### src/rtl/pmod_pkg.sv
// Shared constants for the Pmod input-conditioning and display stages.
// Default debounce window is derived from the system clock and a millisecond budget.
package pmod_pkg;

    localparam int JA_WIDTH                 = 4;
    localparam int CLK_HZ                   = 100_000_000;
    localparam int DEBOUNCE_MS_DEFAULT      = 10;
    localparam int DEBOUNCE_CYCLES_DEFAULT  = (CLK_HZ / 1000) * DEBOUNCE_MS_DEFAULT;

endpackage

### src/rtl/debounce_channel.sv
// One active-low bouncy pin: 2-flop sync, stability counter, registered rise/fall pulses.
// Latency DEBOUNCE_CYCLES+2 edges pin->clean; no backpressure, pulses are one cycle wide.
module debounce_channel
    import pmod_pkg::*;
#(
    parameter int DEBOUNCE_CYCLES = DEBOUNCE_CYCLES_DEFAULT
) (
    input  logic clk,
    input  logic rst,
    input  logic pin,
    output logic clean,
    output logic rise,
    output logic fall
);

    localparam int                CW   = $clog2(DEBOUNCE_CYCLES);
    localparam logic [CW-1:0]     TERM = CW'(DEBOUNCE_CYCLES - 1);

    logic          sync_q1;
    logic          sync_q2;
    logic          act;
    logic          stable;
    logic [CW-1:0] cnt;

    // Sync flops reset to 1 so an idle (high) pin reads as released straight away.
    always_ff @(posedge clk or posedge rst) begin
        if (rst) begin
            sync_q1 <= 1'b1;
            sync_q2 <= 1'b1;
        end else begin
            sync_q1 <= pin;
            sync_q2 <= sync_q1;
        end
    end

    assign act = ~sync_q2;

    always_ff @(posedge clk or posedge rst) begin
        if (rst) begin
            stable <= 1'b0;
            cnt    <= '0;
            rise   <= 1'b0;
            fall   <= 1'b0;
        end else begin
            rise <= 1'b0;
            fall <= 1'b0;
            if (act == stable) begin
                cnt <= '0;
            end else if (cnt == TERM) begin
                // Pulse lands on the same edge as the level change.
                stable <= act;
                cnt    <= '0;
                rise   <= act;
                fall   <= ~act;
            end else begin
                cnt <= cnt + 1'b1;
            end
        end
    end

    assign clean = stable;

endmodule

### src/rtl/ja_debounce.sv
// Conditions the four Pmod JA pins into clean active-high levels with rise/fall pulses.
// Latency DEBOUNCE_CYCLES+2 edges per channel; no backpressure, channels fully independent.
module ja_debounce
    import pmod_pkg::*;
#(
    parameter int DEBOUNCE_CYCLES = DEBOUNCE_CYCLES_DEFAULT
) (
    input  logic                clk,
    input  logic                rst,
    input  logic                JA0,
    input  logic                JA1,
    input  logic                JA2,
    input  logic                JA3,
    output logic [JA_WIDTH-1:0] clean,
    output logic [JA_WIDTH-1:0] rise,
    output logic [JA_WIDTH-1:0] fall
);

    logic [JA_WIDTH-1:0] ja;

    assign ja = {JA3, JA2, JA1, JA0};

    for (genvar i = 0; i < JA_WIDTH; i++) begin : g_ch
        debounce_channel #(
            .DEBOUNCE_CYCLES(DEBOUNCE_CYCLES)
        ) u_ch (
            .clk   (clk),
            .rst   (rst),
            .pin   (ja[i]),
            .clean (clean[i]),
            .rise  (rise[i]),
            .fall  (fall[i])
        );
    end

endmodule

### config.mk
export PLATFORM = sky130hd
export DESIGN_NAME = ja_debounce
export DESIGN_NICKNAME = d
export VERILOG_FILES = /design/src/rtl/pmod_pkg.sv /design/src/rtl/debounce_channel.sv /design/src/rtl/ja_debounce.sv
export SDC_FILE = /design/constraint.sdc
export NUM_CORES = 1
export LEC_CHECK = 0
export BUFFER_PORTS_ARGS = -buffer_cell sky130_fd_sc_hd__buf_2
export CORE_MARGIN = 5
export CORE_UTILIZATION = 50
export DETAILED_ROUTE_END_ITERATION = 10
export PLACE_DENSITY_LB_ADDON = 0.3
export SETUP_SLACK_MARGIN = 0.15
export SLEW_MARGIN = 10
export SYNTH_ARGS = -nofsm -noshare
export SYNTH_HDL_FRONTEND = slang
export SYNTH_SLANG_ARGS = --single-unit
export TNS_END_PERCENT = 1
### constraint.sdc
create_clock -name clk -period 2.95 [get_ports clk]
set_input_delay 0.59 -clock clk [delete_from_list [all_inputs] [get_ports clk]]
set_output_delay 0.59 -clock clk [all_outputs]
set_load 0.01 [all_outputs]
* After elaboration in Yosys (flattened, before gate mapping)
Index checks and enable logic that the tools add are counted.
** Operators by class
- Divide/modulo/power cells :: 0
- $lt $le $gt $ge :: 0
- Equality and inequality tests :: 8
- Reductions and logical operators :: 4
- Mux-type cells :: 24
- Shift-type cells :: 0
- Bitwise logic cells :: 8
- Add/subtract/negate cells :: 4
- Multipliers :: 0
** Operators by type and width (number)
- two-way mux 20 bit :: 8
- adder 20 x 1 -> 20 bit, second input constant :: 4
- equality test 20 bit, second input constant :: 4
- two-way mux 1 bit :: 16
- NOT 1 bit :: 8
- AND reduction 2 bit :: 4
- equality test 1 bit :: 4
** Word-level totals
- Memories kept :: 0
- Output and inout port bits :: 12
- Input port bits :: 6
- Memory bits (writable) :: 0
- Bits in latches :: 0
- Bits in read-only memories :: 0
- Word-level logic and storage cells :: 72
- Register bits :: 100

* Logic depth before layout (Yosys ltp)
Gate-level depths: netlist of run 1.
- Depth after elaboration :: 4
- Mapped depth :: 6
- Mapped depth without buffers :: 5

* Hierarchy
Synthesis of run 1 repeated with hierarchy kept, for this count alone.
** Second synthesis, totals
- Cell total of the unflattened synthesis :: 456
- Area total of the unflattened synthesis :: 4819.6 µm²
** Modules (own cells, without submodules)
- debounce_channel :: instances 4, cells an instance 114, sequential area each 628.1 µm², area each 1204.9 µm²

* Least setup slack after synthesis of run 1
Ideal clock, no wire load.
- Path kind :: reg2reg
- From :: register g_ch[2].u_ch.cnt[12]
- To :: register g_ch[2].u_ch.cnt[10]
- Path buffers :: 1
- Setup slack :: 0.911 ns
- Period minus slack after synthesis :: 2.039 ns
- Data required time :: 2.831 ns
- Library setup time :: 0.119 ns
- Data arrival time :: 1.920 ns
- Cell stages (with the launch flop) :: 6
- Cell sequence :: dfrtp_1 -> or4_4 -> or4_4 -> o21ai_4 -> buf_6 -> nor2_1
** On the way
- Longest elaborated chain between the ends :: 3
** Ends and longest elaborated chain
- from (decl) :: line debounce_channel.sv:23 : logic [CW-1:0] cnt;
- from (signal assigned) :: line debounce_channel.sv:56 : cnt <= cnt + 1'b1;
- equality test 20 bit :: line debounce_channel.sv:49 : end else if (cnt == TERM) begin
- two-way mux 20 bit :: line debounce_channel.sv:49
- two-way mux 20 bit :: line debounce_channel.sv:47 : if (act == stable) begin
No other way between the ends.
A chain may end at the register's enable or synchronous reset.

* Worst setup path in the final report of run 1
- From :: register g_ch[2].u_ch.cnt[12]
- To :: register g_ch[2].u_ch.cnt[7]
Same word-level chain as after synthesis.

==> flow_summary.yaml, run 1 <==
global_route:
  track_usage_pct: 15.4
  grt_max_degree: 101
  grt.overflow.total: 0
  antenna_found_initial: 0
  grt_pass1_wl_mm: 14.8
  grt_pass1_vias: 3452
logic_synthesis:
  synth_cells: 476
  synth.area.top_cells: "dfrtp_1 48%, xnor2_1 5.7%, nor2_1 4.7%"
  yosysTopAreaCell: "dfrtp_1"
  synth_area_per_cell_um2: 10.0
  synth-seq-cells: 100
  synth_top_area_share_pct: 48.3
  ys_seq_area_share_pct: 52.7
  synth.distinct_cells: 41
  ys.flop_type: "dfrtp_1"
  async_flop_share_pct: 100
  synth_nets: 486
  synth_common_cells: "92 x dfrtp_1, 60 x nor2_1, 31 x xnor2_1"
  synth-edff-count: 0
  synthMostInstantiatedCell: "dfrtp_1"
  ys_warn_count: 0
  syn_area_mm2: 0.00477
power:
  finalPower_mw: 2.27
  power_density_mw_per_mm2: 446
  leakage_nw: 2.02
  power.ir.vdd_worst_mv: 0.288
final_layout:
  fillers: 830
  diodes: 0
  nets: 497
  utilization_pct: 54.8
  drive_gt1_share_pct: 11.0
  area_growth_pct: 6.75
sta:
  tns_ns: 0
  slew_violations: 0
  relSlewSlack_pct: 60.3
  rsz0062_at_grt: "false"
  setup_viol: 0
  worstMarginPinSlew_ns: 0.590
  fin_worst_skew_ns: 0.0113
  finalHoldViolations: 0
  period_minus_slack_ns: 2.21
  max_freq_mhz: 453
  timing.final.crit_share_pct: 74.8
run_status:
  outcome: "completed"
placed_design:
  numPortBuffers: 17
  gp_congestion: 0.828
  dp_hpwl_mm: 5.59
detailed_routing:
  firstDrtPassIters: 6
  drc_errors: 0
  antenna_left: 0
  wire_per_inst_um: 13.3
  viasPerCell: 5.56
  wl_mm: 8.25
  drt_iter0_drc: 136
  num_vias: 3455
cts:
  cts_buffers: 9
  cts_hold_buffers: 0
  cts_setup_buffers: 0
  tritoncts: "built"
  cts.reportedPaths.clkPinSlew_ns: 0.09
  h-tree-depth: 3
  root_buffer: "clkbuf_8"
  cts-resized-gates: 0
  clockBufferDepth: 2
  cts.sinks: 100
  clk_latency_ns: 0.35
floorplanning:
  coreArea_mm2: 0.00928
  die_area_mm2: 0.0116
  die_y_um: 108
  die-width_um: 108
  start_util_pct: 51.3
  rows: 35
  ioPinCount: 18
critical_path:
  worstSetupStartpointType: "flop"
  worstPathMaxFanout: 19
  end_kind: "flop"
  critPathKind: "reg -> reg"
  crit_arrival_ns: 2.42
  required_ns: 3.17
hold_path:
  min_path_type: "in -> reg"
run:
  max_cap_violations: 0
==> logic make-up after synthesis <==
group / after synthesis / share of synthesized area [%]
flip-flops: 100 / 52.7
XOR/XNOR: 51 / 9.37
buffers and inverters: 34 / 3.99
AND/OR/NAND/NOR: 226 / 25.5
adder cells (fa/ha/maj): 4 / 1.05
AO/OA/AOI/OAI: 61 / 7.40
==> final timing paths <==
| kind | from | to | slack (ns) | cells past startpoint |
|---|---|---|---|---|
| max reg2reg | g_ch[2].u_ch.cnt[12] | g_ch[2].u_ch.cnt[7] | 0.74 | 4 |
| max | g_ch[2].u_ch.cnt[12] | g_ch[2].u_ch.cnt[7] | 0.74 | 4 |
| max in group asynchronous | rst | g_ch[1].u_ch.sync_q1 | 2.19 | 3 |
| min | JA2 | g_ch[2].u_ch.sync_q1 | 0.32 | 1 |
| min in group asynchronous | rst | g_ch[3].u_ch.cnt[8] | 0.38 | 3 |
| min reg2reg | g_ch[0].u_ch.sync_q1 | g_ch[0].u_ch.sync_q2 | 0.36 | 0 |
==> metal layers <==
layer | vias to the layer above | share of wire [%] | global-route usage, %
li1 | 1697 | - | -
met5 | - | 0 | 0
met2 | 38 | 49 | 26.4
met1 | 1715 | 47 | 19.1
met4 | 0 | 0.91 | 4.24
met3 | 5 | 3.4 | 4.14
==> final cells by class <==
cell class / count / area (um^2) / share of cell area [%]
clock buffers: 13 / 149 / 2.93
clock inverters: 3 / 21.3 / 0.418
inverters: 13 / 52.6 / 1.03
multi-input cells: 342 / 2060 / 40.6
flip-flops and latches: 100 / 2510 / 49.4
well taps: 129 / 161 / 3.17
repair buffers: 21 / 128 / 2.51
==> stage by stage <==
step | instance area [um^2] | setup WS, ns | hold slack [ns] | cells
CTS | 5090 | 0.723 | 0.302 | 621
global route | 5090 | 0.596 | 0.299 | 621
global placement | 4920 | 0.811 | 0.350 | 605
finish | 5090 | 0.744 | 0.322 | 621
detailed placement | 4920 | 0.759 | 0.350 | 605
floorplan | 4770 | 0.911 | 0.345 | 476
==> power by group <==
group / switching, mW / internal (mW) / leakage (nW)
logic: 0.0544 / 0.0242 / 0.578
registers: 0.0184 / 1.39 / 1.36
clock network: 0.446 / 0.333 / 0.0840
==> layout by cell type (no fill, tap or decap), types with 7 or more instances in the layout <==
cell       n
dfrtp_1   92
nor2_1    60
xnor2_1   31
nand2_1   30
nand3_1   26
a21oi_1   25
o21ai_0   22
xor2_1    20
nand4_1   18
buf_2     17
or3_1     16
and3_1    13
or4_1     13
nor3_1    13
inv_1     12
nor4_1    11
clkbuf_8  10
dfstp_2    8
o31ai_1    7
==> critical path: stages, from the launching register on <==
cell and delay, ns:
dfrtp_1 0.45, or4_4 0.54, or4_4 0.56, o21ai_4 0.40, nor2_1 0.11
==> sequential cells by signal, summed over array words and instances, names as in the netlist <==
signal / cells
g_ch.u_ch.clean: 4
g_ch.u_ch.sync_q1: 4
g_ch.u_ch.sync_q2: 4
g_ch.u_ch.cnt: 80
g_ch.u_ch.rise: 4
g_ch.u_ch.fall: 4
Note: power is estimated with default switching activity, not from simulation.
==> run 2: changes to the inputs <==
--- a/config.mk
+++ b/config.mk
@@ -5,6 +5,7 @@
 export SDC_FILE = /design/constraint.sdc
 export NUM_CORES = 1
 export LEC_CHECK = 0
+export ABC_AREA = 1
 export BUFFER_PORTS_ARGS = -buffer_cell sky130_fd_sc_hd__buf_2
 export CORE_MARGIN = 5
 export CORE_UTILIZATION = 50
==> constraint.sdc (replaced) <==
create_clock -name clk -period 1.8 [get_ports clk]
set_input_delay 0.36 -clock clk [delete_from_list [all_inputs] [get_ports clk]]
set_output_delay 0.36 -clock clk [all_outputs]
set_load 0.01 [all_outputs]
==> run 2 against run 1 <==
Sequential share of layout area decreased by 5.0 points. Sequential cell count unchanged. Highest routed layer unchanged. Clock power increased by 85%. Largest cell class unchanged.
==> flow_summary.yaml, run 2 <==
logic_synthesis:
  async_flop_share_pct: 100
  synth_common_cells: "175 x nor2_1, 101 x nand2_1, 92 x dfrtp_1"
  synth-edff-count: 0
  synth_cells: 656
  synth_top_area_share_pct: 43.6
  synthMostInstantiatedCell: "nor2_1"
  ys.flop_type: "dfrtp_1"
  synth_nets: 666
  ys_warn_count: 0
  synth-seq-cells: 100
  syn_area_mm2: 0.00528
  yosysTopAreaCell: "dfrtp_1"
  synth.distinct_cells: 35
  synth.area.top_cells: "dfrtp_1 44%, nor2_1 12%, nand2_1 7.2%"
  synth_area_per_cell_um2: 8.04
  ys_seq_area_share_pct: 47.6
detailed_routing:
  firstDrtPassIters: 5
  viasPerCell: 5.13
  wl_mm: 10.0
  route.top_layer_used: "met4"
  wire_per_inst_um: 12.3
  drc_errors: 0
  drt_iter0_drc: 298
  drt-met1-wl_mm: 4.74
  dr_wl_met3_um: 417
  num_vias: 4179
  wl_met2_mm: 4.72
  antenna_left: 0
critical_path:
  worstSetupStartpointType: "flop"
  end_kind: "flop"
  worstPathMaxFanout: 8
  worstSetupEndpoint: "g_ch[2].u_ch.cnt[9]"
  critPathKind: "reg -> reg"
  cp_cell_sequence: "ha_1, nand3_1, nor2_2, nand3_2, nand2_1, nor2_1"
  worstRegToRegCells: 6
  crit_slowest_cell: "dfrtp_1"
  critical_path.startpoint: "g_ch[2].u_ch.cnt[0]"
  r2r_start: "g_ch[2].u_ch.cnt[0]"
  slowest_delay_ns: 0.38
  r2r_slack_ns: 0.27
  crit_arrival_ns: 1.78
  required_ns: 2.06
  rr_endpoint: "g_ch[2].u_ch.cnt[9]"
sta:
  slew_violations: 0
  setup_slack_ns: 0.274
  fin_worst_skew_ns: 0.00866
  period_minus_slack_ns: 1.53
  timing.final.crit_share_pct: 84.8
  relSlewSlack_pct: 65.4
  setup_viol: 0
  hold_slack_ns: 0.0866
  finalHoldViolations: 0
  rsz0062_at_grt: "true"
  max_freq_mhz: 655
  worstMarginPinSlew_ns: 0.519
  tns_ns: 0
cts:
  h-tree-depth: 3
  root_buffer: "clkbuf_8"
  clk_latency_ns: 0.37
  cts.sinks: 100
  cts_buffers: 9
  clockBufferDepth: 2
  tritoncts: "built"
  cts_setup_buffers: 0
  cts.reportedPaths.clkPinSlew_ns: 0.09
final_layout:
  nets: 684
  area_growth_pct: 7.42
  seqCellArea_mm2: 0.00251
  diodes: 0
  fillers: 956
  largest_reg_flops: 80
  drive_gt1_share_pct: 13.1
  most-common-layout-cells: "175 x nor2_1, 100 x nand2_1, 92 x dfrtp_1"
  multiInputGateArea_mm2: 0.00242
  layout_commonest_cell: "nor2_1"
  largest_register: "g_ch.u_ch.cnt"
power:
  power.ir.vdd_worst_mv: 0.471
  leakage_nw: 2.43
  power_density_mw_per_mm2: 688
  finalPower_mw: 3.90
floorplanning:
  rows: 37
  die_area_mm2: 0.0127
  die-width_um: 113
  start_util_pct: 51.1
  ioPinCount: 18
  coreArea_mm2: 0.0103
  die_y_um: 113
global_route:
  grt_pass1_vias: 3964
  grt_pass1_wl_mm: 17.6
  antenna_found_initial: 0
  track_usage_pct: 16.6
  grt_max_degree: 101
  grt.overflow.total: 0
placed_design:
  gp_congestion: 0.895
  dp_hpwl_mm: 7.27
  numPortBuffers: 17
  pre_cts_ws_ns: 0.244
run_status:
  outcome: "completed"
hold_path:
  hold_depth: 1
  min_path_type: "in -> reg"
run:
  max_cap_violations: 0
## run 2: cell count changes after synthesis, moves of 10 or more
cell	before	now
or4_1	13	0
nand2_1	30	101
nand3_1	26	68
a21oi_1	25	13
nor4_1	11	1
xnor2_1	31	14
and3_1	13	0
nor2_1	60	175
or3_1	16	0
inv_1	13	57
nor2_2	0	12
o21ai_0	22	1
## run 2: metrics by stage
stage / cell area (um^2) / utilization (%) / cells
4_1_cts: 5670 / 54.9 / 815
2_1_floorplan: 5280 / - / 656
5_1_grt: 5670 / 54.9 / 815
3_3_place_gp: 5480 / 53.0 / 799
3_5_place_dp: 5480 / 53.0 / 799
6_report: 5670 / 54.9 / 815
## run 2: critical path, delay by kind of cell (launching register included)
family,cells,cell delay [ns]
DFF,1,0.38
and+or+nand+nor,5,0.84
adders and majority gates,1,0.19
## run 2: what timing repair did
item | in CTS | in global routing
setup endpoints to repair | 0 | 12
hold buffers | 0 | 0
gates resized for setup | 0 | 1
## run 2: logic make-up after synthesis
logic type	count (synthesis)	synth area share [%]
buffers and inverters	78	6.57
and+or+nand+nor	411	35.7
DFF	100	47.6
adders and majority gates	4	0.949
AOI/OAI and AO/OA	21	2.18
xor gates and xnor gates	42	6.97
## run 2: area by class of cell
cell class	instances	area share (%)
multi-input combinational	478	42.7
timing repair buffer	22	2.38
sequential	100	44.3
clock buffer	14	2.69
inverter	63	4.24
tap	136	3.00
clock inverter	2	0.662
## run 2: worst min path at each step
stage	start	end	slack, ns
finish	JA3	g_ch[3].u_ch.sync_q1	0.09
global route	JA3	g_ch[3].u_ch.sync_q1	0.06
CTS	JA0	g_ch[0].u_ch.sync_q1	0.06
detailed placement	g_ch[3].u_ch.sync_q1	g_ch[3].u_ch.sync_q2	0.35
global placement	g_ch[3].u_ch.sync_q1	g_ch[3].u_ch.sync_q2	0.35
floorplan	g_ch[0].u_ch.sync_q1	g_ch[0].u_ch.sync_q2	0.35
## run 2: layer usage
| metal | vias to the layer above | track usage [%] |
|---|---|---|
| li1 | 2100 | - |
| met1 | 1979 | 22.3 |
| met2 | 85 | 26.7 |
| met3 | 15 | 3.64 |
| met4 | 0 | 5.45 |
| met5 | - | 0 |
## run 2: power breakdown
group / internal (mW) / total (mW) / switching [mW]
combinational: 0.0465 / 0.152 / 0.105
sequential: 2.28 / 2.31 / 0.0237
clock: 0.685 / 1.44 / 0.757
total: 3.01 / 3.90 / 0.886
==> run 3: changes to the inputs <==
==> constraint.sdc (replaced) <==
create_clock -name clk -period 1.5 [get_ports clk]
set_input_delay 0.3 -clock clk [delete_from_list [all_inputs] [get_ports clk]]
set_output_delay 0.3 -clock clk [all_outputs]
set_load 0.01 [all_outputs]
==> run 3 against run 2 <==
Maximum frequency grew 14%. Combinational power grew 52%. Die area is the same. Sequential share of layout area is 3.4 points lower. First-iteration DRC count decreased by 4.7%. Utilization rose by 4.6 points. Largest cell class is now multi-input combinational cells. Cell count up 2.9%. Clock power is 28% higher. Total power up 25%. Global-route usage rose by 0.68 points. Worst hold slack got worse by 0.066 ns. Sequential power is 20% higher.
==> flow_summary.yaml, run 3 (synthesis gave the netlist of run 2 again) <==
critical_path:
  worstPathMaxFanout: 8
  end_kind: "flop"
  required_ns: 1.76
  cp_cell_sequence: "ha_4, nand3_4, nor2_4, buf_4, nand3_4, nand2_4, nor2_1"
  crit_arrival_ns: 1.59
  worst_path_most_repeated_cell: "nand3_4"
  r2r_slack_ns: 0.16
  critPathKind: "reg -> reg"
  slowest_delay_ns: 0.43
  worstSetupStartpointType: "flop"
  crit_slowest_cell: "dfrtp_1"
cts:
  cts.reportedPaths.clkPinSlew_ns: 0.09
  root_buffer: "clkbuf_8"
  cts.sinks: 100
  h-tree-depth: 3
  clk_latency_ns: 0.37
  tritoncts: "built"
  clockBufferDepth: 2
  cts_buffers: 9
floorplanning:
  rows: 37
  coreArea_mm2: 0.0103
  die_y_um: 113
  die_area_mm2: 0.0127
  die-width_um: 113
  ioPinCount: 18
  start_util_pct: 51.1
sta:
  timing.final.crit_share_pct: 89.0
  setup_viol: 0
  max_freq_mhz: 749
  setup_slack_ns: 0.165
  tns_ns: 0
  slew_violations: 0
  worstMarginPinSlew_ns: 0.272
  hold_slack_ns: 0.0204
  finalHoldViolations: 0
  rsz0062_at_grt: "true"
  fin_worst_skew_ns: 0.00697
  period_minus_slack_ns: 1.34
  relSlewSlack_pct: 81.9
detailed_routing:
  viasPerCell: 5.14
  num_vias: 4314
  drc_errors: 0
  wl_mm: 10.6
  drt_iter0_drc: 284
  wire_per_inst_um: 12.6
  antenna_left: 0
  firstDrtPassIters: 4
final_layout:
  area_growth_pct: 16.5
  utilization_pct: 59.5
  diodes: 0
  fillers: 908
  fin_area_mm2: 0.00614
  nets: 708
  layout_commonest_cell: "nor2_1"
  largest_register: "g_ch.u_ch.cnt"
  largest_reg_flops: 80
  most-common-layout-cells: "156 x nor2_1, 93 x nand2_1, 91 x dfrtp_1"
  drive_gt1_share_pct: 21.1
global_route:
  grt_pass1_wl_mm: 18.0
  grt_max_degree: 52
  antenna_found_initial: 0
  grt_pass1_vias: 4088
  track_usage_pct: 17.2
  grt.overflow.total: 0
run_status:
  outcome: "completed"
power:
  power_density_mw_per_mm2: 792
  power.ir.vdd_worst_mv: 0.662
  leakage_nw: 2.56
hold_path:
  min_path_type: "in -> async"
placed_design:
  placed_area_mm2: 0.00554
  numPortBuffers: 17
  pre_cts_ws_ns: 0.0420
  gp_congestion: 0.909
  dp_hpwl_mm: 7.56
run:
  max_cap_violations: 0
run 3: cell count changes in the layout (fill, tap and decap cells not counted), sizes merged:
cell	previous run	this run
clkbuf	14	12
buf	22	42
clkinvlp	2	3
dlygate4sd3	0	4
bufinv	1	2
run 3: path summary, 6_finish.rpt:
kind	from	to	cells after the start
worst max register to register	g_ch[2].u_ch.cnt[0]	g_ch[2].u_ch.cnt[9]	7
min in group clk	g_ch[0].u_ch.sync_q1	g_ch[0].u_ch.sync_q2	0
max in group asynchronous	rst	g_ch[2].u_ch.sync_q2	3
worst min register to register	g_ch[0].u_ch.sync_q1	g_ch[0].u_ch.sync_q2	0
worst min-delay path	rst	g_ch[0].u_ch.cnt[5]	3
worst max-delay path	g_ch[2].u_ch.cnt[0]	g_ch[2].u_ch.cnt[9]	7
run 3: layout make-up:
type / instances / area [um^2] / share of cell area (%)
multi-input combinational: 478 / 2670 / 43.5
sequential: 100 / 2510 / 40.9
timing repair buffer: 46 / 338 / 5.50
inverter: 63 / 240 / 3.91
tap: 136 / 170 / 2.77
clock buffer: 12 / 135 / 2.20
clock inverter: 4 / 75.1 / 1.22
run 3: per-layer routing:
metal | global-route usage [%] | part of all wire, % | up-vias
li1 | - | - | 2141
met1 | 22.3 | 45 | 2075
met2 | 28.2 | 49 | 80
met3 | 4.12 | 3.8 | 18
met4 | 6.41 | 1.8 | 0
met5 | 0 | 0 | -
run 3: critical path, delay by kind of cell, from the launching register on:
family | cells | cell delay, ns
adder cells (fa/ha/maj) | 1 | 0.18
buffers and inverters | 1 | 0.12
flip-flops | 1 | 0.43
AND/OR/NAND/NOR | 5 | 0.50
run 3: power breakdown:
| part | internal, mW | leakage [nW] | switching [mW] | total (mW) |
|---|---|---|---|---|
| Combinational | 0.0904 | 1.11 | 0.140 | 0.231 |
| Sequential | 2.74 | 1.36 | 0.0416 | 2.78 |
| Clock | 0.942 | 0.0968 | 0.911 | 1.85 |
| Total | 3.77 | 2.56 | 1.09 | 4.86 |
run 3: what timing repair did:
item | 4_1_cts | 5_1_grt
hold buffers | 2 | 2
setup buffers | 0 | 13
gates resized for setup | 14 | 46
endpoints found under the setup margin | 51 | 69
pin swaps | 1 | 16
endpoints found under the hold margin | 2 | 2
run 3: per-stage QoR:
stage	total power, mW	std cells
after global routing	5.10	839
after detailed placement	3.02	806
after global placement	3.01	806
final	4.86	839
after floorplan	2.95	656
after CTS	4.90	824
